<file path="src/rtl/bram_scan_pkg.sv">
// Shared types and constants for the BRAM display scanner.
// Holds the scan FSM encoding, the blank pattern and the active-low hex font.
package bram_scan_pkg;

  typedef enum logic [1:0] {
    S_ISSUE,
    S_WAIT,
    S_CAPTURE,
    S_HOLD
  } scan_state_e;

  localparam logic [6:0] SEG_BLANK = 7'h7F;

  // Active-low {g,f,e,d,c,b,a}; entry 15 first.
  localparam logic [15:0][6:0] HEX_FONT = {
    7'h0E, 7'h06, 7'h21, 7'h46,
    7'h03, 7'h08, 7'h10, 7'h00,
    7'h78, 7'h02, 7'h12, 7'h19,
    7'h30, 7'h24, 7'h79, 7'h40
  };

endpackage

</file>
<file path="src/rtl/hex_to_seg7.sv">
// Combinational nibble to active-low seven-segment decoder.
// Ports: nib (4-bit value), blank (force all segments off), seg (7-bit out).
module hex_to_seg7
  import bram_scan_pkg::*;
(
  input  logic [3:0] nib,
  input  logic       blank,
  output logic [6:0] seg
);

  always_comb begin
    seg = blank ? SEG_BLANK : HEX_FONT[nib];
  end

endmodule

</file>
<file path="src/rtl/bram_display_scanner.sv">
// Walks BRAM port A, captures each word and shows a 24-bit half on six digits.
// Ports: clk, reset (sync, active-high), run, step, half_sel, addr_a/q_a
// (BRAM port A), word, addr_disp, valid, hex0..hex5 (active-low segments).
// Optional macro BRAM_SCAN_LZB_EN enables leading-zero blanking.
module bram_display_scanner
  import bram_scan_pkg::*;
#(
  parameter int ADDR_W    = 10,
  parameter int DATA_W    = 48,
  parameter int LAST_ADDR = 1023,
  parameter int DWELL     = 50_000_000
) (
  input  logic              clk,
  input  logic              reset,
  input  logic              run,
  input  logic              step,
  input  logic              half_sel,
  output logic [ADDR_W-1:0] addr_a,
  input  logic [DATA_W-1:0] q_a,
  output logic [DATA_W-1:0] word,
  output logic [ADDR_W-1:0] addr_disp,
  output logic              valid,
  output logic [6:0]        hex0,
  output logic [6:0]        hex1,
  output logic [6:0]        hex2,
  output logic [6:0]        hex3,
  output logic [6:0]        hex4,
  output logic [6:0]        hex5
);

  localparam int CNT_W = $clog2(DWELL);
  localparam logic [CNT_W-1:0] CNT_LAST = CNT_W'(DWELL - 1);
  localparam logic [ADDR_W-1:0] ADDR_LAST = ADDR_W'(LAST_ADDR);

  scan_state_e       state_q, state_d;
  logic [ADDR_W-1:0] addr_q, addr_d;
  logic [DATA_W-1:0] word_q, word_d;
  logic [ADDR_W-1:0] addr_disp_q, addr_disp_d;
  logic              valid_q, valid_d;
  logic [CNT_W-1:0]  cnt_q, cnt_d;
  logic              step_q, step_d;
  logic              step_edge;
  logic              expire;

  always_comb begin
    state_d     = state_q;
    addr_d      = addr_q;
    word_d      = word_q;
    addr_disp_d = addr_disp_q;
    valid_d     = valid_q;
    cnt_d       = cnt_q;
    step_d      = step;
    step_edge   = step & ~step_q;
    expire      = run && (cnt_q == CNT_LAST);
    unique case (state_q)
      S_ISSUE: state_d = S_WAIT;
      S_WAIT:  state_d = S_CAPTURE;
      S_CAPTURE: begin
        word_d      = q_a;
        addr_disp_d = addr_q;
        valid_d     = 1'b1;
        cnt_d       = '0;
        state_d     = S_HOLD;
      end
      S_HOLD: begin
        // Expiry and step together still give one advance.
        if (expire || step_edge) begin
          addr_d  = (addr_q == ADDR_LAST) ? '0 : addr_q + 1'b1;
          state_d = S_ISSUE;
        end else if (run) begin
          cnt_d = cnt_q + 1'b1;
        end
      end
      default: state_d = S_ISSUE;
    endcase
  end

  always_ff @(posedge clk) begin
    if (reset) begin
      state_q     <= S_ISSUE;
      addr_q      <= '0;
      word_q      <= '0;
      addr_disp_q <= '0;
      valid_q     <= 1'b0;
      cnt_q       <= '0;
      step_q      <= 1'b0;
    end else begin
      state_q     <= state_d;
      addr_q      <= addr_d;
      word_q      <= word_d;
      addr_disp_q <= addr_disp_d;
      valid_q     <= valid_d;
      cnt_q       <= cnt_d;
      step_q      <= step_d;
    end
  end

  assign addr_a    = addr_q;
  assign word      = word_q;
  assign addr_disp = addr_disp_q;
  assign valid     = valid_q;

  logic [23:0]      half;
  logic [5:0]       blank;
  logic [5:0][6:0]  seg;

  assign half = half_sel ? word_q[47:24] : word_q[23:0];

  always_comb begin
    blank = {6{~valid_q}};
`ifdef BRAM_SCAN_LZB_EN
    // Digit k is blank when it and every digit above it are zero.
    for (int k = 1; k < 6; k++) begin
      if ((half >> (4 * k)) == 24'd0) blank[k] = 1'b1;
    end
`endif
  end

  for (genvar k = 0; k < 6; k++) begin : g_dig
    hex_to_seg7 u_seg (
      .nib   (half[4*k +: 4]),
      .blank (blank[k]),
      .seg   (seg[k])
    );
  end

  assign hex0 = seg[0];
  assign hex1 = seg[1];
  assign hex2 = seg[2];
  assign hex3 = seg[3];
  assign hex4 = seg[4];
  assign hex5 = seg[5];

endmodule

</file>
<file path="config.mk">
export PLATFORM = sky130hd
export DESIGN_NAME = bram_display_scanner
export DESIGN_NICKNAME = d
export VERILOG_FILES = /design/src/rtl/bram_scan_pkg.sv /design/src/rtl/hex_to_seg7.sv /design/src/rtl/bram_display_scanner.sv
export SDC_FILE = /design/constraint.sdc
export NUM_CORES = 1
export LEC_CHECK = 0
export CAP_MARGIN = 20
export CORE_ASPECT_RATIO = 1.4
export CORE_UTILIZATION = 35
export CTS_CLUSTER_DIAMETER = 120
export CTS_CLUSTER_SIZE = 10
export DETAILED_ROUTE_END_ITERATION = 8
export PLACE_DENSITY = 0.63
export SETUP_SLACK_MARGIN = 0.2
export SLEW_MARGIN = 20
export SYNTH_ARGS = -nofsm -noshare
export SYNTH_HDL_FRONTEND = slang
export SYNTH_SLANG_ARGS = --single-unit
</file>
<file path="constraint.sdc">
create_clock -name clk -period 3.3 [get_ports clk]
set_input_delay 0.495 -clock clk [delete_from_list [all_inputs] [get_ports clk]]
set_output_delay 0.495 -clock clk [all_outputs]
set_load 0.1 [all_outputs]
</file>
======== After elaboration in Yosys (flattened, before gate mapping) ========
Memories as Yosys holds them, arrays and structs flattened.
Cells that the tools add are included.
storage, ports and cells
  flip-flop bits (word level) ............. 98
  memory bits (writable) .................. 0
  output and inout port bits .............. 111
  memory bits (read-only) ................. 672
  bits in latches ......................... 0
  input port bits ......................... 53
  word-level logic and storage cells ...... 56
  memories kept ........................... 6
operators by class
  eq/ne operators ......................... 8
  reduce and logical (&&, ||, !) cells .... 6
  $lt $le $gt $ge ......................... 6
  multiplexer cells ....................... 19
  divide/modulo/power cells ............... 0
  bitwise operators ....................... 2
  shifts and indexed selects .............. 0
  multipliers ............................. 0
  add/subtract/negate cells ............... 2
memories
  memory            words  width  read ports  clocked after Yosys merged registers in  write ports  RTL line           RTL
  (name not given)  16     7      1           0                                        0            hex_to_seg7.sv:12  seg = blank ? SEG_BLANK : HEX_FONT[nib];
  (name not given)  16     7      1           0                                        0            hex_to_seg7.sv:12
  (name not given)  16     7      1           0                                        0            hex_to_seg7.sv:12
  (name not given)  16     7      1           0                                        0            hex_to_seg7.sv:12
  (name not given)  16     7      1           0                                        0            hex_to_seg7.sv:12
  (name not given)  16     7      1           0                                        0            hex_to_seg7.sv:12
operator list
  cell                                                                  count
  7-bit two-way mux                                                     12
  26-bit two-way mux                                                    2
  26-bit one-hot mux with 2 select lines                                1
  4-bit by 5-bit < comparator with 1-bit output, second input constant  6
  26-bit by 1-bit adder with 26-bit output, second input constant       1
  26-bit == test, second input constant                                 1
  24-bit two-way mux                                                    1
  10-bit by 1-bit adder with 10-bit output, second input constant       1
  10-bit == test, second input constant                                 1
  10-bit two-way mux                                                    1
  2-bit one-hot mux with 4 select lines                                 1
  2-bit inequality test, second input constant                          3
  2-bit == test, second input constant                                  2
  3-bit AND reduction                                                   1
  2-bit by 1-bit == test with 1-bit output, second input constant       1
  2-bit zero test                                                       1
  2-bit two-way mux                                                     1
  2-bit AND reduction                                                   1
  2-bit nonzero test                                                    1
  1-bit AND                                                             1
  1-bit logical AND                                                     1
  1-bit logical OR                                                      1
  1-bit NOT                                                             1

======== Longest topological paths before layout ========
Gate-level depths: netlist of run 1.
  depth in word-level cells ............... 5
  gate-level depth with buffers ........... 9
  depth with buffers taken out ............ 7

======== Hierarchy ========
A second synthesis of run 1 with hierarchy kept.
second synthesis, totals
  cell total of the unflattened synthesis .. 706
  area, all modules ....................... 6532.5 µm²
by module, submodules not included
  module                area each (µm²)  cells an instance  seq. area each (µm²)  times used
  bram_display_scanner  4738.3           496                1961.9                1
  hex_to_seg7           299.0            35                 0.0                   6

======== Least setup slack after synthesis of run 1 ========
OpenSTA, ideal clock, no wires.
  path kind ............................... input -> output
  start ................................... input half_sel
  end ..................................... output hex5[2]
  setup slack ............................. -2.703 ns
  buffers on the path ..................... 2
  arrival ................................. 5.508 ns
  data required time ...................... 2.805 ns
  cell stages on the path ................. 6
  cells stage by stage .................... clkbuf_1 > buf_1 > mux2i_1 > inv_1 > ha_1 > o311ai_0
on the way
  cells in the longest elaborated chain, start to end .. 4
ends and longest elaborated chain
  what                                     RTL line                     RTL
  start: declaration                       bram_display_scanner.sv:17   input logic half_sel,
  24-bit two-way mux                       bram_display_scanner.sv:107  assign half = half_sel ? word_q[47:24] : word_q[23:0];
  memory 16 x 7 bit                        --
  7-bit two-way mux (implied by the code)  hex_to_seg7.sv:12
  7-bit two-way mux                        hex_to_seg7.sv:12
  end: declaration                         bram_display_scanner.sv:28   output logic [6:0] hex5
No other way between the ends. The select of a mux whose other input is x is not followed.

======== Worst setup path after layout of run 1 ========
  start ................................... input half_sel
  end ..................................... output hex1[3]
on the way
  cells in the longest elaborated chain, start to end .. 4
ends and longest elaborated chain
  what                                     RTL line                     RTL
  24-bit two-way mux                       bram_display_scanner.sv:107
  memory 16 x 7 bit                        --
  7-bit two-way mux (implied by the code)  hex_to_seg7.sv:12
  7-bit two-way mux                        hex_to_seg7.sv:12
  end: declaration                         bram_display_scanner.sv:24   output logic [6:0] hex1,
No other way between the ends. The select of a mux whose other input is x is not followed.

==> summary by stage, run 1 <==
Drt
The routed wire length is between 15 and 20 mm. The number of nets with antenna violations after routing is 0. The DRC violation total after the first TritonRoute iteration is 214. The total number of vias is slightly below 6000. The number of detailed-routing iterations run before antenna repair is 4. The residual DRC count is 0. The highest layer touched by signal routing is met4.

The met1 layer wirelength in the final routing is between 7 and 8 mm. After detailed routing, the met3 layer carries ~840 µm of wire. Summed over all nets, wire length on met2 after detailed routing comes to approximately 9 mm. Using the TritonRoute via totals, the vias-per-cell ratio works out to between 5 and 6. The average wire per standard cell is approximately 16 µm.

Finish
The diode insertion count for antenna repair is 0. Once layout is complete, the utilization of the core stands at ~53%. The post-route cell area is 8950 µm². Relative to the synthesized area, the layout overhead comes to 49.0%. After filler insertion, the fill cell instance count of the layout stands at between 1500 and 2000. The most common cell after layout, fill and taps aside is sky130_fd_sc_hd__clkdlybuf4s50_1. The top cell types in the final layout, fill and taps aside, are sky130_fd_sc_hd__clkdlybuf4s50_1, sky130_fd_sc_hd__nor2_1, sky130_fd_sc_hd__mux2i_1. The area of combinational cells with multiple inputs is between 4000 and 5000 µm².

The sequential cells in the finished layout cover a total of between 2000 and 2500 µm². After the flow finishes, the layout carries non-filler instances totaling roughly 1100. The share of post-route cells with drive strength above 1 is 22.9%. The net count reported at finish is just under 1000.

Critical path
STA classifies the critical path startpoint as an input pin. The worst setup path is captured at an output pin. Data on the critical path is required at its endpoint by around 2800 ps. For the worst setup path, the data arrival time is approximately 2400 ps.

Along the worst path, the maximum fanout reaches 16. By startpoint and endpoint, the worst setup path is classified as in -> out.

Timing
Setup repair after global routing left no endpoint under its margin. Summed over all failing endpoints, the final setup total negative slack is 0 ps. The final hold violation count is 0. The final critical path takes up between 80 and 90% of the cycle. The slew at the pin closest to its max-slew limit is 1000 ps. Across the routed clock network, the largest skew measured is slightly below 8 ps.

The final-report max-slew violation count is 0. The number of endpoints failing setup at the final stage is 0. The highest achievable clock rate is between 0.3 and 0.4 GHz. For the finished layout, the period the worst path requires is 2870 ps.

The worst max-slew margin expressed relative to the limit is roughly 33%.

Placed design
The placed instances occupy a cell area of just under 9000 µm². The HPWL after detailed placement is approximately 13 mm. In this run, placement finished with an instance count of approximately 1100. The number of buffer cells added on primary ports is approximately 160. Routability-driven placement finished with a final weighted congestion of around 0.85.

Power and ir drop
The power after layout is roughly 7.2 mW. The leakage power of the design is around 3.5 nW. The power density over the cells is 802 nW/µm².

The peak ir drop on the vdd network is between 0.2 and 0.3 mV.

Floorplanning
The area of the die is approximately 18000 µm². In this run the standard cell core region covers approximately 17000 µm². The initial core utilization is between 30 and 40%.

The total I/O pin count is around 160. The floorplan die width is about 110 µm. The height of the chip is 157 µm. The cell row count is 56.

Logic synthesis
The average size of a mapped cell is approximately 8.4 µm². The number of nets handed over by synthesis was 810. The synthesized design contains 0 enable-type register cells. The sequential cell area fraction in the yosys report is approximately a third. Summing every instance area after synthesis gives around 6000 µm². The total number of yosys warnings is 0. sky130_fd_sc_hd__dfxtp_1 takes more of the synthesized area than any other cell. After synthesis, the cell types taking the most area are sky130_fd_sc_hd__dfxtp_1, sky130_fd_sc_hd__mux2i_1, sky130_fd_sc_hd__ha_1, sky130_fd_sc_hd__nor2_1, sky130_fd_sc_hd__nand2_1.

Of the post-synthesis cell area, the dominant cell type holds roughly a third. The number of different library cells used by synthesis comes to 56. Among all flip-flop cells after synthesis, the most frequent one is sky130_fd_sc_hd__dfxtp_1. Counting flops and latches in the post-synthesis netlist gives between 90 and 100. After synthesis, the share of flip-flops with an asynchronous set or reset is 0%. The count of mapped cells out of synthesis is 716.

Clock network
The clock slew seen by the registers of the worst setup and hold paths is 70 ps. At the later pin of the worst-skew pair, clock insertion delay measures around 360 ps. CTS built an H-tree with a depth of 3. The TritonCTS buffer count is 9.

CTS placed an instance of sky130_fd_sc_hd__clkbuf_16 at the clock tree root. The total number of clock tree sinks is just under 100. In this run, post-CTS hold repair placed 0 buffers. The CTS tree is built. The number of buffers on the longest clock path is 2.

Global route
The first global-routing pass estimated 28.4 mm of wire. The total congestion overflow is 0. The pin count of the biggest net entering global routing is 30. The number of antenna violations at the first check in global routing is 0. The via count of the first global-routing pass is around 5500. The global-route total usage across every layer is around 20%.

Status
The run finished with clean final reports.

Hold path
The path class of the lowest-slack min-delay path is reg -> reg.

Flow run
The tool flagged a number of max-cap violations equal to 0.
final timing paths:
kind | depth (start not counted) | slack [ps] | startpoint | to
max reg2reg | 6 | 840 | cnt_q[0] | addr_a[7]
max | 9 | 430 | half_sel | hex1[3]
min reg2reg | 1 | 490 | cnt_q[18] | cnt_q[18]
min | 1 | 490 | cnt_q[18] | cnt_q[18]
per-layer routing:
layer	GRT usage, %	up-vias
li1	-	2945
met1	24.2	2750
met2	36.2	148
met3	3.20	23
met4	7.87	0
met5	0	-
critical path, stage by stage:
cell and delay (ps):
sky130_fd_sc_hd__clkbuf_4 270, sky130_fd_sc_hd__buf_12 230, sky130_fd_sc_hd__mux2_2 410, sky130_fd_sc_hd__inv_1 130, sky130_fd_sc_hd__ha_1 260, sky130_fd_sc_hd__o21ai_0 160
sky130_fd_sc_hd__o21ai_0 100, sky130_fd_sc_hd__nand2_1 120, sky130_fd_sc_hd__buf_12 180
power breakdown:
group | internal [mW] | leakage [nW] | total [mW] | switching, mW
clock network | 0.525 | 0.136 | 1.03 | 0.503
registers | 1.35 | 0.816 | 1.52 | 0.176
logic | 1.48 | 2.52 | 4.63 | 3.16
total | 3.35 | 3.48 | 7.18 | 3.84
per-stage QoR:
step / hold WS (ps) / setup WS, ps
floorplan: 455 / -191
global placement: 471 / 338
detailed placement: 477 / 325
CTS: 488 / 331
global route: 504 / 274
finish: 492 / 426
kinds of logic after synthesis:
group,count (synthesis),synth area share (%)
and+or+nand+nor,271,21.3
AOI/OAI and AO/OA,143,16.0
muxes,104,17.8
DFF,98,32.6
buffers and inverters,59,3.73
adders and majority gates,41,8.53
synth_stat cells (all sizes together), types with 2 or more instances:
master	number
dfxtp	98
nor2	91
mux2i	90
nand2	75
ha	41
nand3	39
o21ai	34
o211ai	31
a21oi	29
clkbuf	26
inv	22
or4	15
mux2	13
buf	11
a211oi	8
and3	8
o311ai	8
nand4	7
a31oi	6
or3	6
a311o	5
and2	5
nand2b	5
nor3	4
a221o	3
a311oi	3
nor2b	3
a21o	2
a41oi	2
and4	2
nor4	2
o21a	2
o31ai	2
or2	2
layout make-up:
cell class / instances / share of cell area, %
Clock buffer: 9 / 2.52
Clock inverter: 7 / 0.671
Inverter: 22 / 0.922
Multi-Input combinational cell: 559 / 45.8
Sequential cell: 98 / 22.6
Tap cell: 203 / 2.84
Timing Repair Buffer: 188 / 24.7
flip-flops by register name, indices dropped and copies added (netlist names):
register and flops:
valid 1, addr_a 10, word 48, cnt_q 26
step_q 1, state_q 2, addr_disp 10
what timing repair did:
action,in CTS,in global routing
resized for setup,0,1
endpoints found under the setup margin,0,2
buffers inserted,0,0
No activity file was read; power rests on OpenSTA's default activity.
==> run 2, diff against run 1 <==
--- a/config.mk
+++ b/config.mk
@@ -13,6 +13,7 @@
 export DETAILED_ROUTE_END_ITERATION = 8
 export PLACE_DENSITY = 0.63
 export SETUP_SLACK_MARGIN = 0.2
+export SKIP_CTS_REPAIR_TIMING = 1
 export SLEW_MARGIN = 20
 export SYNTH_ARGS = -nofsm -noshare
 export SYNTH_HDL_FRONTEND = slang
==> results of run 2 <==
Final layout, timing and power as in run 1 (identical DEF).
==> run 3, diff against run 2 <==
--- a/config.mk
+++ b/config.mk
@@ -6,15 +6,18 @@
 export NUM_CORES = 1
 export LEC_CHECK = 0
 export CAP_MARGIN = 20
+export CELL_PAD_IN_SITES_DETAIL_PLACEMENT = 1
+export CELL_PAD_IN_SITES_GLOBAL_PLACEMENT = 1
 export CORE_ASPECT_RATIO = 1.4
 export CORE_UTILIZATION = 35
 export CTS_CLUSTER_DIAMETER = 120
 export CTS_CLUSTER_SIZE = 10
 export DETAILED_ROUTE_END_ITERATION = 8
-export PLACE_DENSITY = 0.63
+export PLACE_DENSITY = 0.78
 export SETUP_SLACK_MARGIN = 0.2
 export SKIP_CTS_REPAIR_TIMING = 1
 export SLEW_MARGIN = 20
 export SYNTH_ARGS = -nofsm -noshare
 export SYNTH_HDL_FRONTEND = slang
+export SYNTH_HIERARCHICAL = 1
 export SYNTH_SLANG_ARGS = --single-unit
==> run 3 against run 2 <==
Hold slack gained 1.1 ps. Synthesized area grew 8.7%. Clock power grew 17%. Largest power group unchanged. Sequential power shrank 3%. Synthesized cell count shrank 1.4%. Combinational power grew 10%. Non-clock buffer count grew 24. Global-route usage grew 2.1 points. Final cell count grew 3.6%. Sequential share of layout area shrank 1.8 points. Total power grew 8.2%. Fmax shrank 4.8%.
==> summary by stage, run 3 <==
Status
The flow ran to the end, and the final reports show no timing, DRC or antenna violations.

Floorplanning
The core area is between 15000 and 20000 µm². The initial utilization of the core area, before any placement, comes to 36.0%. Measured along the y axis, the die boundary spans roughly 160 µm. about 160 I/O pins were placed. The floorplan die width is 117 µm. The initialized floorplan defines 58 standard-cell rows. The die covers between 15000 and 20000 µm².

Clock network
The deepest level of the CTS H-tree is 3. At the later pin of the worst-skew pair, clock insertion delay measures 360 ps. The buffer cell driving the clock tree root is sky130_fd_sc_hd__clkbuf_16.

The TritonCTS buffer count is 9. Clock-pin slew was measured on the worst setup and hold paths at approximately 80 ps. TritonCTS built the clock tree. The total number of clock tree sinks is 98. The number of buffers on the longest clock path is 2.

Drt
The routed wire length is between 20 and 25 mm. The DRC violation total after the first TritonRoute iteration is 230. In the final routed layout, each cell accounts on average for roughly 19 µm. The per-cell via count in the routed design is about 5.5. The count of nets left with antenna violations once routing finished came out at 0. The number of detailed-routing iterations run before antenna repair is 4.

The residual DRC count is 0. The total number of vias is 6185.

Finish
From synthesis to final layout, the design area changed by 46.7%. The share of post-route cells with drive strength above 1 is 26.9%. The filler cell count in the final layout is about 2000. The count of cells in the finished layout, fillers not included, comes to between 1000 and 1500. After routing the design area is between 9000 and 10000 µm². The diode insertion count for antenna repair is 0. The net count reported at finish is around 1000. The register with the most flip-flops in the layout has 48 of them. The most common cell after layout, fill and taps aside is sky130_fd_sc_hd__clkdlybuf4s50_1. The post-layout utilization of the core is between 50% and 60%. The library cells used most frequently in the layout, excluding fill and tap cells, are sky130_fd_sc_hd__clkdlybuf4s50_1, sky130_fd_sc_hd__nor2_1, sky130_fd_sc_hd__mux2i_1.

Hold path
The path class of the lowest-slack min-delay path is reg -> reg. The end point of the most critical hold path is cnt_q[22]. Along the worst hold path, the cell count comes to 1.

The worst hold path startpoint is cnt_q[22].

Global route
Across every metal layer, demand over resource in global routing totals roughly 22%. The number of antenna violations at the first check in global routing is 0. met2 is the most crowded layer. Entering global routing, the biggest net connects 74 pins. The via count of the first global-routing pass was between 6000 and 7000.

The first global-routing pass estimated ~35 mm of wire. In the global route stage, met1 resource usage came out at 24.2%. The met3 layer usage reported by global route is 5.94%. The total overflow left after global routing is 0. Global routing consumed, on the met2 layer, 41.8% of the routing resources.

Timing
Once routing completed, OpenROAD measured the worst setup slack at between 200 and 300 ps. The final-report max-slew violation count came to 0. The final cycle utilization of the critical path is about nine tenths. The number of endpoints failing setup at the final stage is 0. The worst max-slew margin expressed relative to the limit is between 30 and 40%. The post-route clock skew is between 10 and 15 ps. The final hold violation count is 0. The highest achievable clock rate is between 0.3 and 0.4 GHz. The slew at the pin closest to its max-slew limit is between 1000 and 1500 ps.

Setup total negative slack on the finished layout was measured at 0 ps. On the final layout, the worst hold slack is 493 ps. Setup repair after global routing left no endpoint under its margin.

The routed design could run at a clock period as short as ~3000 ps.

Power and ir drop
The clock share of power is between 10% and 20%. The share of total power dissipated in combinational logic is between 60 and 70%. The net switching power is between 4 and 5 mW. Per report_power, the sequential group accounts for between 10% and 20% of the total. The power density over the cells is 812 nW/µm². Power comes to between 7 and 8 mW. VDD sags by at most approximately 0.55 mV. Cell internal power was estimated by the tool at roughly 3.7 mW. Net switching is about 52% of the power. The leakage power of the design is approximately 3.6 nW.

Logic synthesis
Among all cell types in the netlist, the one instantiated most often is sky130_fd_sc_hd__dfxtp_1. The number of nets in the synthesized netlist is slightly above 800. Yosys attributes the largest share of cell area to sky130_fd_sc_hd__dfxtp_1, sky130_fd_sc_hd__mux2i_1, sky130_fd_sc_hd__ha_1, sky130_fd_sc_hd__nor2_1, sky130_fd_sc_hd__mux2_2. The primary flip-flop cell chosen by synthesis mapping is sky130_fd_sc_hd__dfxtp_1. sky130_fd_sc_hd__dfxtp_1 takes more of the synthesized area than any other cell. The async set or reset register ratio after synthesis is 0%.

The synthesized design devotes to its leading area cell type 30.0% of total area. The sequential cell area fraction in the yosys report is a little under a third. By count the netlist is led by sky130_fd_sc_hd__dfxtp_1, sky130_fd_sc_hd__nor2_1, sky130_fd_sc_hd__mux2i_1. The average size of a mapped cell is 9.25 µm². The number of distinct library cells after synthesis is 60. The total number of yosys warnings is 6. The total of flip-flops plus latches after synthesis is 98. The number of enable-type register cells in the synthesized netlist is 0.

The count of mapped cells out of synthesis is just over 700. The synthesized cell area is about 6500 µm².

Placed design
The number of placed instances with taps included is 1108. The number of buffer cells added on primary ports is around 160. The total half-perimeter wirelength after legalization and detailed placement is about 16 mm.

Once placement finished, the instance area stood at between 9000 and 10000 µm². The worst slack at placement is -43.2 ps. The final weighted congestion in routability-driven placement is between 0.8 and 0.9.

Critical path
The sort of element at the end of the critical path is an output pin. The worst endpoint data arrival time is 2520 ps. The required arrival time at the worst endpoint is 2800 ps.

The number of cells traversed by the worst register-to-register path is 7. The startpoint of the worst register-to-register path is state_q[1]. The startpoint-to-endpoint class of the critical path is in -> out. The end of the worst register-to-register path is addr_a[5]. For flop-to-flop paths, the worst setup slack is between 900 and 1000 ps. The type of element launching the critical path is an input pin.

The largest fanout on the critical path is 11.

Flow run
Max-cap violations in this run came to 0.
[run 3: changes by cell type after synthesis, sizes merged, moves of 17 or more]
cell / previous run / this run
nand3: 39 / 14
mux2: 13 / 36
o21ai: 34 / 17
o211ai: 31 / 3
nand2: 75 / 34
[run 3: layout make-up]
class / instances / area, µm² / share of cell area [%]
clock buffer: 9 / 225 / 2.35
clock inverter: 7 / 106 / 1.11
inverter: 25 / 93.8 / 0.979
multi-input combinational: 534 / 4450 / 46.4
tap: 240 / 300 / 3.13
sequential: 98 / 1990 / 20.8
timing repair buffer: 212 / 2410 / 25.2
[run 3: per-layer routing]
metal	part of all wire [%]	vias up
met1	39	3060
li1	-	2946
met4	2.4	0
met3	6.1	31
met2	52	148
met5	0	-
[run 3: worst max-delay path: stages]
cell	delay [ps]
sky130_fd_sc_hd__dlymetal6s2s_1	220
sky130_fd_sc_hd__buf_12	190
sky130_fd_sc_hd__mux2_2	380
sky130_fd_sc_hd__inv_1	90
sky130_fd_sc_hd__ha_1	230
sky130_fd_sc_hd__or2_2	330
sky130_fd_sc_hd__a311o_2	400
sky130_fd_sc_hd__buf_12	170
[run 3: logic make-up after synthesis]
family / share of synthesized area, %
and+or+nand+nor: 19.6
AOI/OAI and AO/OA: 17.2
muxes: 17.9
DFF: 30.0
buffers and inverters: 6.19
adders and majority gates: 9.00
xor gates and xnor gates: 0.134
[run 3: worst max path at each step]
stage	cells after the start	startpoint	to	slack, ps
global placement	8	half_sel	hex1[1]	-7
global route	8	half_sel	hex1[1]	220
CTS	8	half_sel	hex1[1]	-50
floorplan	7	half_sel	hex1[3]	200
finish	8	half_sel	hex1[1]	280
detailed placement	8	half_sel	hex1[1]	-40
[run 3: power groups by stage]
stage | registers [mW] | logic, mW | clock network [mW]
5_1_grt | 1.48 | 5.32 | 1.27
2_1_floorplan | 2.32 | 2.72 | 0
4_1_cts | 1.47 | 5.13 | 1.23
6_report | 1.47 | 5.11 | 1.20
3_3_place_gp | 1.49 | 5.05 | 0
3_5_place_dp | 1.49 | 5.11 | 0
